## src/rtl/mux4_scan_ctrl_if.sv

```systemverilog
// Bus between mux4_scan_ctrl and its user: scan request, mux feedback and scan results.
// The parity signal exists only when MUX_SCAN_PARITY_EN is defined.
interface mux4_scan_ctrl_if;
    logic       start;
    logic [3:0] chan_en;
    logic       mux_out;
    logic [1:0] sel;
    logic       busy;
    logic       done;
    logic [3:0] sample;
`ifdef MUX_SCAN_PARITY_EN
    logic       parity;
`endif

    modport master (
        output start, chan_en, mux_out,
`ifdef MUX_SCAN_PARITY_EN
        input  parity,
`endif
        input  sel, busy, done, sample
    );

    modport slave (
        input  start, chan_en, mux_out,
`ifdef MUX_SCAN_PARITY_EN
        output parity,
`endif
        output sel, busy, done, sample
    );
endinterface

```

## src/rtl/mux4_scan_ctrl.sv

```systemverilog
// Steps a 4:1 mux select over the enabled channels, dwelling DWELL cycles on each, and
// assembles the captured bits into a 4-bit word; MUX_SCAN_PARITY_EN adds a parity output.
module mux4_scan_ctrl #(
    parameter int DWELL = 2,
    parameter int CW    = 8
) (
    input  logic            clk,
    input  logic            rst,
    mux4_scan_ctrl_if.slave bus
);
    typedef enum logic [1:0] {IDLE, SCAN, FIN} state_t;

    localparam logic [CW-1:0] LAST = CW'(DWELL - 1);

    state_t        r_state;
    logic [CW-1:0] r_cnt;
    logic [3:0]    r_mask;
    logic [1:0]    r_sel;
    logic          r_busy;
    logic          r_done;
    logic [3:0]    r_sample;
`ifdef MUX_SCAN_PARITY_EN
    logic          r_parity;
`endif

    logic [1:0]    w_first;
    logic [2:0]    w_next;

    function automatic logic [1:0] lowest_idx(input logic [3:0] m);
        logic [1:0] idx;
        idx = 2'd0;
        for (int n = 3; n >= 0; n--) begin
            if (m[n]) idx = 2'(n);
        end
        return idx;
    endfunction

    // Returns {found, index} of the lowest enabled channel strictly above cur; never wraps.
    function automatic logic [2:0] next_above(input logic [3:0] m, input logic [1:0] cur);
        logic [2:0] res;
        res = 3'b000;
        for (int n = 3; n >= 0; n--) begin
            if (m[n] && (n > int'(cur))) res = {1'b1, 2'(n)};
        end
        return res;
    endfunction

    assign w_first = lowest_idx(bus.chan_en);
    assign w_next  = next_above(r_mask, r_sel);

    always_ff @(posedge clk) begin
        if (rst) begin
            r_state  <= IDLE;
            r_cnt    <= '0;
            r_mask   <= 4'd0;
            r_sel    <= 2'd0;
            r_busy   <= 1'b0;
            r_done   <= 1'b0;
            r_sample <= 4'd0;
`ifdef MUX_SCAN_PARITY_EN
            r_parity <= 1'b0;
`endif
        end else begin
            r_done <= 1'b0;
            case (r_state)
                IDLE: begin
                    if (bus.start) begin
                        if (bus.chan_en != 4'd0) begin
                            r_mask   <= bus.chan_en;
                            r_sample <= r_sample & bus.chan_en;
                            r_sel    <= w_first;
                            r_cnt    <= '0;
                            r_busy   <= 1'b1;
                            r_state  <= SCAN;
                        end else begin
                            r_sample <= 4'd0;
                            r_state  <= FIN;
                        end
                    end
                end
                SCAN: begin
                    if (r_cnt == LAST) begin
                        r_sample[r_sel] <= bus.mux_out;
                        r_cnt           <= '0;
                        if (w_next[2]) begin
                            r_sel <= w_next[1:0];
                        end else begin
                            r_busy  <= 1'b0;
                            r_state <= FIN;
                        end
                    end else begin
                        r_cnt <= r_cnt + CW'(1);
                    end
                end
                FIN: begin
                    // done and parity become visible together in the following IDLE cycle
                    r_done   <= 1'b1;
`ifdef MUX_SCAN_PARITY_EN
                    r_parity <= ^r_sample;
`endif
                    r_state  <= IDLE;
                end
                default: r_state <= IDLE;
            endcase
        end
    end

    assign bus.sel    = r_sel;
    assign bus.busy   = r_busy;
    assign bus.done   = r_done;
    assign bus.sample = r_sample;
`ifdef MUX_SCAN_PARITY_EN
    assign bus.parity = r_parity;
`endif
endmodule

```

## src/flat_wrapper.sv

```systemverilog
// flat-port wrapper written by rule: the top's interface ports become plain ports
module mux4_scan_ctrl_flat 
#(
    parameter int DWELL = 2,
    parameter int CW    = 8
)
  (clk, rst, bus_start, bus_chan_en, bus_mux_out, bus_sel, bus_busy, bus_done, bus_sample);
  mux4_scan_ctrl_if bus_i ();
  input  logic clk;
  input  logic rst;
  input wire logic [$bits(bus_i.start)-1:0] bus_start;
  input wire logic [$bits(bus_i.chan_en)-1:0] bus_chan_en;
  input wire logic [$bits(bus_i.mux_out)-1:0] bus_mux_out;
  output wire logic [$bits(bus_i.sel)-1:0] bus_sel;
  output wire logic [$bits(bus_i.busy)-1:0] bus_busy;
  output wire logic [$bits(bus_i.done)-1:0] bus_done;
  output wire logic [$bits(bus_i.sample)-1:0] bus_sample;
  assign bus_i.start = bus_start;
  assign bus_i.chan_en = bus_chan_en;
  assign bus_i.mux_out = bus_mux_out;
  assign bus_sel = bus_i.sel;
  assign bus_busy = bus_i.busy;
  assign bus_done = bus_i.done;
  assign bus_sample = bus_i.sample;
  mux4_scan_ctrl #(.DWELL(DWELL), .CW(CW)) u_core (.clk(clk), .rst(rst), .bus(bus_i));
endmodule
```

## config.mk

```make
export PLATFORM = sky130hd
export DESIGN_NAME = mux4_scan_ctrl_flat
export DESIGN_NICKNAME = d
export VERILOG_FILES = /design/src/rtl/mux4_scan_ctrl_if.sv /design/src/rtl/mux4_scan_ctrl.sv /design/src/flat_wrapper.sv
export SDC_FILE = /design/constraint.sdc
export NUM_CORES = 1
export LEC_CHECK = 0
export CORE_MARGIN = 4
export CORE_UTILIZATION = 50
export CTS_CLUSTER_SIZE = 20
export DETAILED_ROUTE_END_ITERATION = 8
export HOLD_SLACK_MARGIN = 0.12
export MAX_ROUTING_LAYER = met4
export PLACE_DENSITY = 0.74
export SETUP_SLACK_MARGIN = 0.3
export SLEW_MARGIN = 5
export SYNTH_ARGS = -nofsm -noshare
export SYNTH_HDL_FRONTEND = slang
export SYNTH_SLANG_ARGS = --single-unit
export TNS_END_PERCENT = 5
```

## constraint.sdc

```tcl
create_clock -name clk -period 1.78 [get_ports clk]
set_input_delay 0.356 -clock clk [delete_from_list [all_inputs] [get_ports clk]]
set_output_delay 0.356 -clock clk [all_outputs]
set_load 0.1 [all_outputs]
```

Yosys cells after proc, flatten, opt, wreduce, memory -nomap -nowiden. Cells that the tools add are included. W data, S select, Z words.

Bits in registers: 22. Bits in read-only memories: 0. Output and inout port bits: 8. RAM bits: 0. Bits in latches: 0. Memories: 0.

Multipliers: 0. Bitwise operators: 1. $add $sub $neg: 1. Shifts and indexed selects: 0. Reductions and logical operators: 13. Muxes and demuxes: 34. Eq/ne operators: 8. Div/mod/pow operators: 0. Magnitude comparators: 5.

Operator list (number): $mux W2 (12); $mux W8 (3); $pmux W8 S2 (1); $mux W4 (3); $reduce_and A3 Y1 (4); $reduce_and A5 Y1 (2); $mux W3 (3); $add A8 B1 Y8 const B (1); $eq A8 B1 Y1 const B (1); $pmux W2 S2 (2); $pmux W4 S2 (1); $mux W1 (6); $ne A2 B1 Y1 const B (3); $and A4 B4 Y4 (1); $bwmux W4 (1); $gt A2 B2 Y1 const A (2); $logic_and A1 B1 Y1 (4); $ne A2 B2 Y1 const B (2); $reduce_bool A4 Y1 (1); $lt A2 B3 Y1 const B (1); $demux W1 S2 (1); $eq A2 B1 Y1 const B (1); $eq A2 B2 Y1 const B (1); $ge A2 B1 Y1 const B (1); 4 further kinds (4).

Longest topological paths before layout.
Depth in word-level cells: 8. Depth in mapped cells: 7. Gate-level depth less buffers: 7.

Worst setup path after synthesis. Ideal clock, no wire load.

Path kind: register to register. Start: register u_core.r_sel[1] (netlist: u_core.bus.sel[1]). End: register u_core.r_sample[2] (netlist: u_core.bus.sample[2]). Library setup time: 0.119 ns. Data required time: 1.661 ns. Setup slack: -0.092 ns. Arrival time: 1.753 ns. Stages on the path, launching flop included: 7. Path through: dfxtp_1 -> clkbuf_1 -> nor2b_1 -> nand2_1 -> a2bb2oi_1 -> nor2_1 -> nor3_1.

Longest elaborated chain between the ends: 7. Elaborated cells between the ends (all ways): 8. Those cells by class: 2 x order compare; 5 x mux; 1 x reduce/logical.

RTL lines: start: declaration (RTL line mux4_scan_ctrl.sv:18) `logic [1:0] r_sel;`; start signal: assignment (RTL line mux4_scan_ctrl.sv:71) `r_sel <= w_first;`; start signal: assignment (RTL line mux4_scan_ctrl.sv:86) `r_sel <= w_next[1:0];`; $lt A2 B3 Y1 (implied by the code) or $ge A2 B1 Y1 (tied branches) (RTL line mux4_scan_ctrl.sv:83) `r_sample[r_sel] <= bus.mux_out;`; $logic_and A1 B1 Y1 (implied by the code) (RTL line mux4_scan_ctrl.sv:83); $mux W1 (implied by the code) (RTL line mux4_scan_ctrl.sv:83); $demux W1 S2 *; $bwmux W4 * (RTL line mux4_scan_ctrl.sv:83); $mux W4 * (RTL line mux4_scan_ctrl.sv:82) `if (r_cnt == LAST) begin`; $pmux W4 S2 * (RTL line mux4_scan_ctrl.sv:65) `case (r_state)`; end signal: assignment (RTL line mux4_scan_ctrl.sv:70) `r_sample <= r_sample & bus.chan_en;`; end signal: indexed assignment (RTL line mux4_scan_ctrl.sv:83); end: declaration (RTL line mux4_scan_ctrl.sv:21) `logic [3:0] r_sample;`.

Every way passes the cells marked *; elsewhere a longest branch is shown, timed or not. The select of a mux whose other input is x is not followed. A chain may end at the register's enable or synchronous reset.

Worst setup path in the final report.
Start: input port bus_start. End: register u_core.r_cnt[0].

Longest elaborated chain between the ends: 2.

RTL lines: start: declaration (RTL line flat_wrapper.sv:11) `input wire logic [$bits(bus_i.start)-1:0] bus_start;`; $ne A2 B2 Y1 (no source line); $reduce_and A3 Y1 (no source line); end signal: assignment (RTL line mux4_scan_ctrl.sv:92) `r_cnt <= r_cnt + CW'(1);`; end: declaration (RTL line mux4_scan_ctrl.sv:16) `logic [CW-1:0] r_cnt;`.

No other way between the ends.

==> results.md <==
* Area Growth Syn to Fin at 40.0%
* Antenna Nets Post-Route at 0
* CP max-delay cell: clkdlybuf4s50_1
* Total core area at 2210 um^2
* Die width at 56.2 um
* Post-synth top flop: dfxtp_1
* # nets final at between 150 and 200
* Worst-Skew Late Latency at 320 ps
* Gp weighted congestion at 0.882
* Post-placement setup slack at -298 ps
* Final setup viols at 0
* Total CTS buffers at 3
* Yosys warning count at 0
* Worst VDD drop at 0.718 mV
* Mapped Cells at 131
* FP Rows at 17
* CTS Buffer Depth at 2
* Slew Viols, Final at 0
* Vias in the first global route at 1,153
* IO buf count at 15
* CTS sink count at 21
* Slew headroom at 0.781
* Die Y-Extent at 56.2 um
* Area after DPL at 1500 um^2
* Multi-input gate area at 742 um^2
* Worst path max stage delay at 480 ps
* DRC viols at 0
* DP Wirelength at approximately 2000 um
* FF/Latch Area at 437 um^2
* PD cells at 768 nW/um^2
* Clk_skew at 6.97 ps
* Fill cells at 159
* Die area at 3160 um^2
* Layout cells sized above 1 at 0.364
* Reg clk slew, reported paths at ~110 ps
* Synth Cell Area at 1160 um^2
* Antenna violations before repair at 0
* Critical-path cell list: clkdlybuf4s50_1, nor3b_4, buf_4, nand2_1, a31oi_1, nor2_1
* First DRT Iteration DRCs at 61
* CTS root buf: clkbuf_4
* Routed Wire Length at 3060 um
* Min cycle time layout at 1580 ps
* H-tree Lvls at 1
* Mapped Nets at 141
* Io pins at 16
* Number of flops mapped to enable cells by yosys at 0
* RSZ-0062 raised after global routing: yes
* First-pass GRT wire length at 5200 um
* F_max at 632 MHz
* DR WL/cell at 15.9 um
* Least-Margin Pin Slew at 327 ps
* Worst-path fanout max at 5
* Final Worst Setup Slack at about 200 ps
* Hold crit path type: flop to flop
* Grt ovf at 0
* Setup slack, reg-to-reg at between 200 and 250 ps
* Status: completed
* Critical Path AT at ~1800 ps
* CTS tree: done
* # diodes at 0
* P_leak at 0.616 nW
* Netlist cell types at 42
* Crit. End Element: flop
* Initial Util at 0.525
* Final hold viol count at 0
* Avg Inst Size Synth at 8.87 um^2
* Number of max-cap violations at 0
* Fin area at 1630 um^2
* First-pass DRT Iterations at 4
* Worst EP required at around 2000 ps
* Cells after DPL at 183
* Async SR Flop Fraction at 0
* Post-synthesis sequential area ratio at 0.362
* Seq cells post-synth at 21
* Tcrit/Tclk final at 0.889
* Hold buffers post-CTS at 0
* Final cell count without fillers at 193
* Critical path class: primary input to flop
* Largest net degree at the start of global routing at 13
* Tot GR Track Use at 0.214
* Most frequent cells in the layout: nor2_1 (20), buf_4 (20), dfxtp_1 (14)
* CP startpoint kind: primary input
* Via density at 5.87
* DR vias at between 1,000 and 1,500
-- power by group --
| part | internal (mW) | switching (mW) | leakage [nW] |
|---|---|---|---|
| combinational | 0.205 | 0.262 | 0.423 |
| clock | 0.0842 | 0.151 | 0.0177 |
| sequential | 0.500 | 0.0488 | 0.175 |
-- synthesized netlist by cell type (2+ instances only) --
master,instances,share of area
a21oi_1,7,0.030
a22oi_1,3,0.019
a311oi_1,2,0.015
a31oi_1,2,0.011
and3_1,3,0.016
buf_6,2,0.019
clkbuf_1,2,0.0065
dfxtp_1,21,0.36
ha_1,2,0.022
inv_1,3,0.0097
nand2_1,8,0.026
nand2b_1,4,0.022
nand3_1,2,0.0086
nand4_1,2,0.011
nor2_1,21,0.068
nor2b_1,2,0.011
nor3_1,11,0.047
nor3b_1,2,0.013
o21ai_0,5,0.022
o22a_1,2,0.015
xor2_1,4,0.030
-- registers in the layout, indices dropped and copies added, names as in the netlist --
signal / flops
u_core.r_state: 2
u_core.bus.done: 1
u_core.r_cnt: 8
u_core.bus.sel: 2
u_core.r_mask: 3
u_core.bus.busy: 1
u_core.bus.sample: 4
-- final cells by class --
class	count	area share
clock inverters	1	0.00307
flip-flops and latches	21	0.268
well taps	28	0.0215
clock buffers	3	0.0138
repair buffers	35	0.231
inverters	3	0.00692
multi-input cells	102	0.456
-- layer usage --
metal / global-route usage / wire, um / part of all wire
met1: 0.256 / 1250 / 0.41
met2: 0.334 / 1540 / 0.50
met3: 0.0580 / 235 / 0.077
met5: - / 0 / 0
met4: 0.0949 / 43 / 0.014
-- repair_timing --
action,4_1_cts,5_1_grt
gates resized for setup,13,8
pin swaps,6,7
hold endpoints to repair,0,0
setup endpoints to repair,18,20
buffers inserted,4,2
-- worst max-delay path: cells and delay by family --
kind,cells,cell delay [ps]
simple gates,3,530
compound gates,1,240
buf+inv,2,670
-- path summary, 6_finish.rpt --
path                                       from                end  depth (start not counted)
worst min register to register  u_core.r_cnt[7]    u_core.r_cnt[7]                          1
worst max register to register  u_core.r_cnt[1]  u_core.bus.sel[1]                          7
worst min-delay path            u_core.r_cnt[7]    u_core.r_cnt[7]                          1
worst max-delay path                  bus_start    u_core.r_cnt[0]                          6
-- metrics by stage --
stage,utilization,total power [mW],hold slack [ps],setup TNS [ps]
floorplan,-,0.826,447,0
global placement,0.680,0.959,471,-2420
detailed placement,0.680,0.969,469,-2730
CTS,0.718,1.23,491,0
global route,0.736,1.32,540,0
finish,0.736,1.25,508,0
-- logic make-up (layout without fill, tap and decap cells) --
logic type	after synthesis	after routing	share of synthesized area
flip-flops	21	21	0.362
XOR/XNOR	4	4	0.0301
AO/OA/AOI/OAI	32	32	0.219
adder cells (fa/ha/maj)	2	2	0.0215
buffers and inverters	8	42	0.0420
AND/OR/NAND/NOR	64	64	0.326
Note: power is estimated with default switching activity, not from simulation.
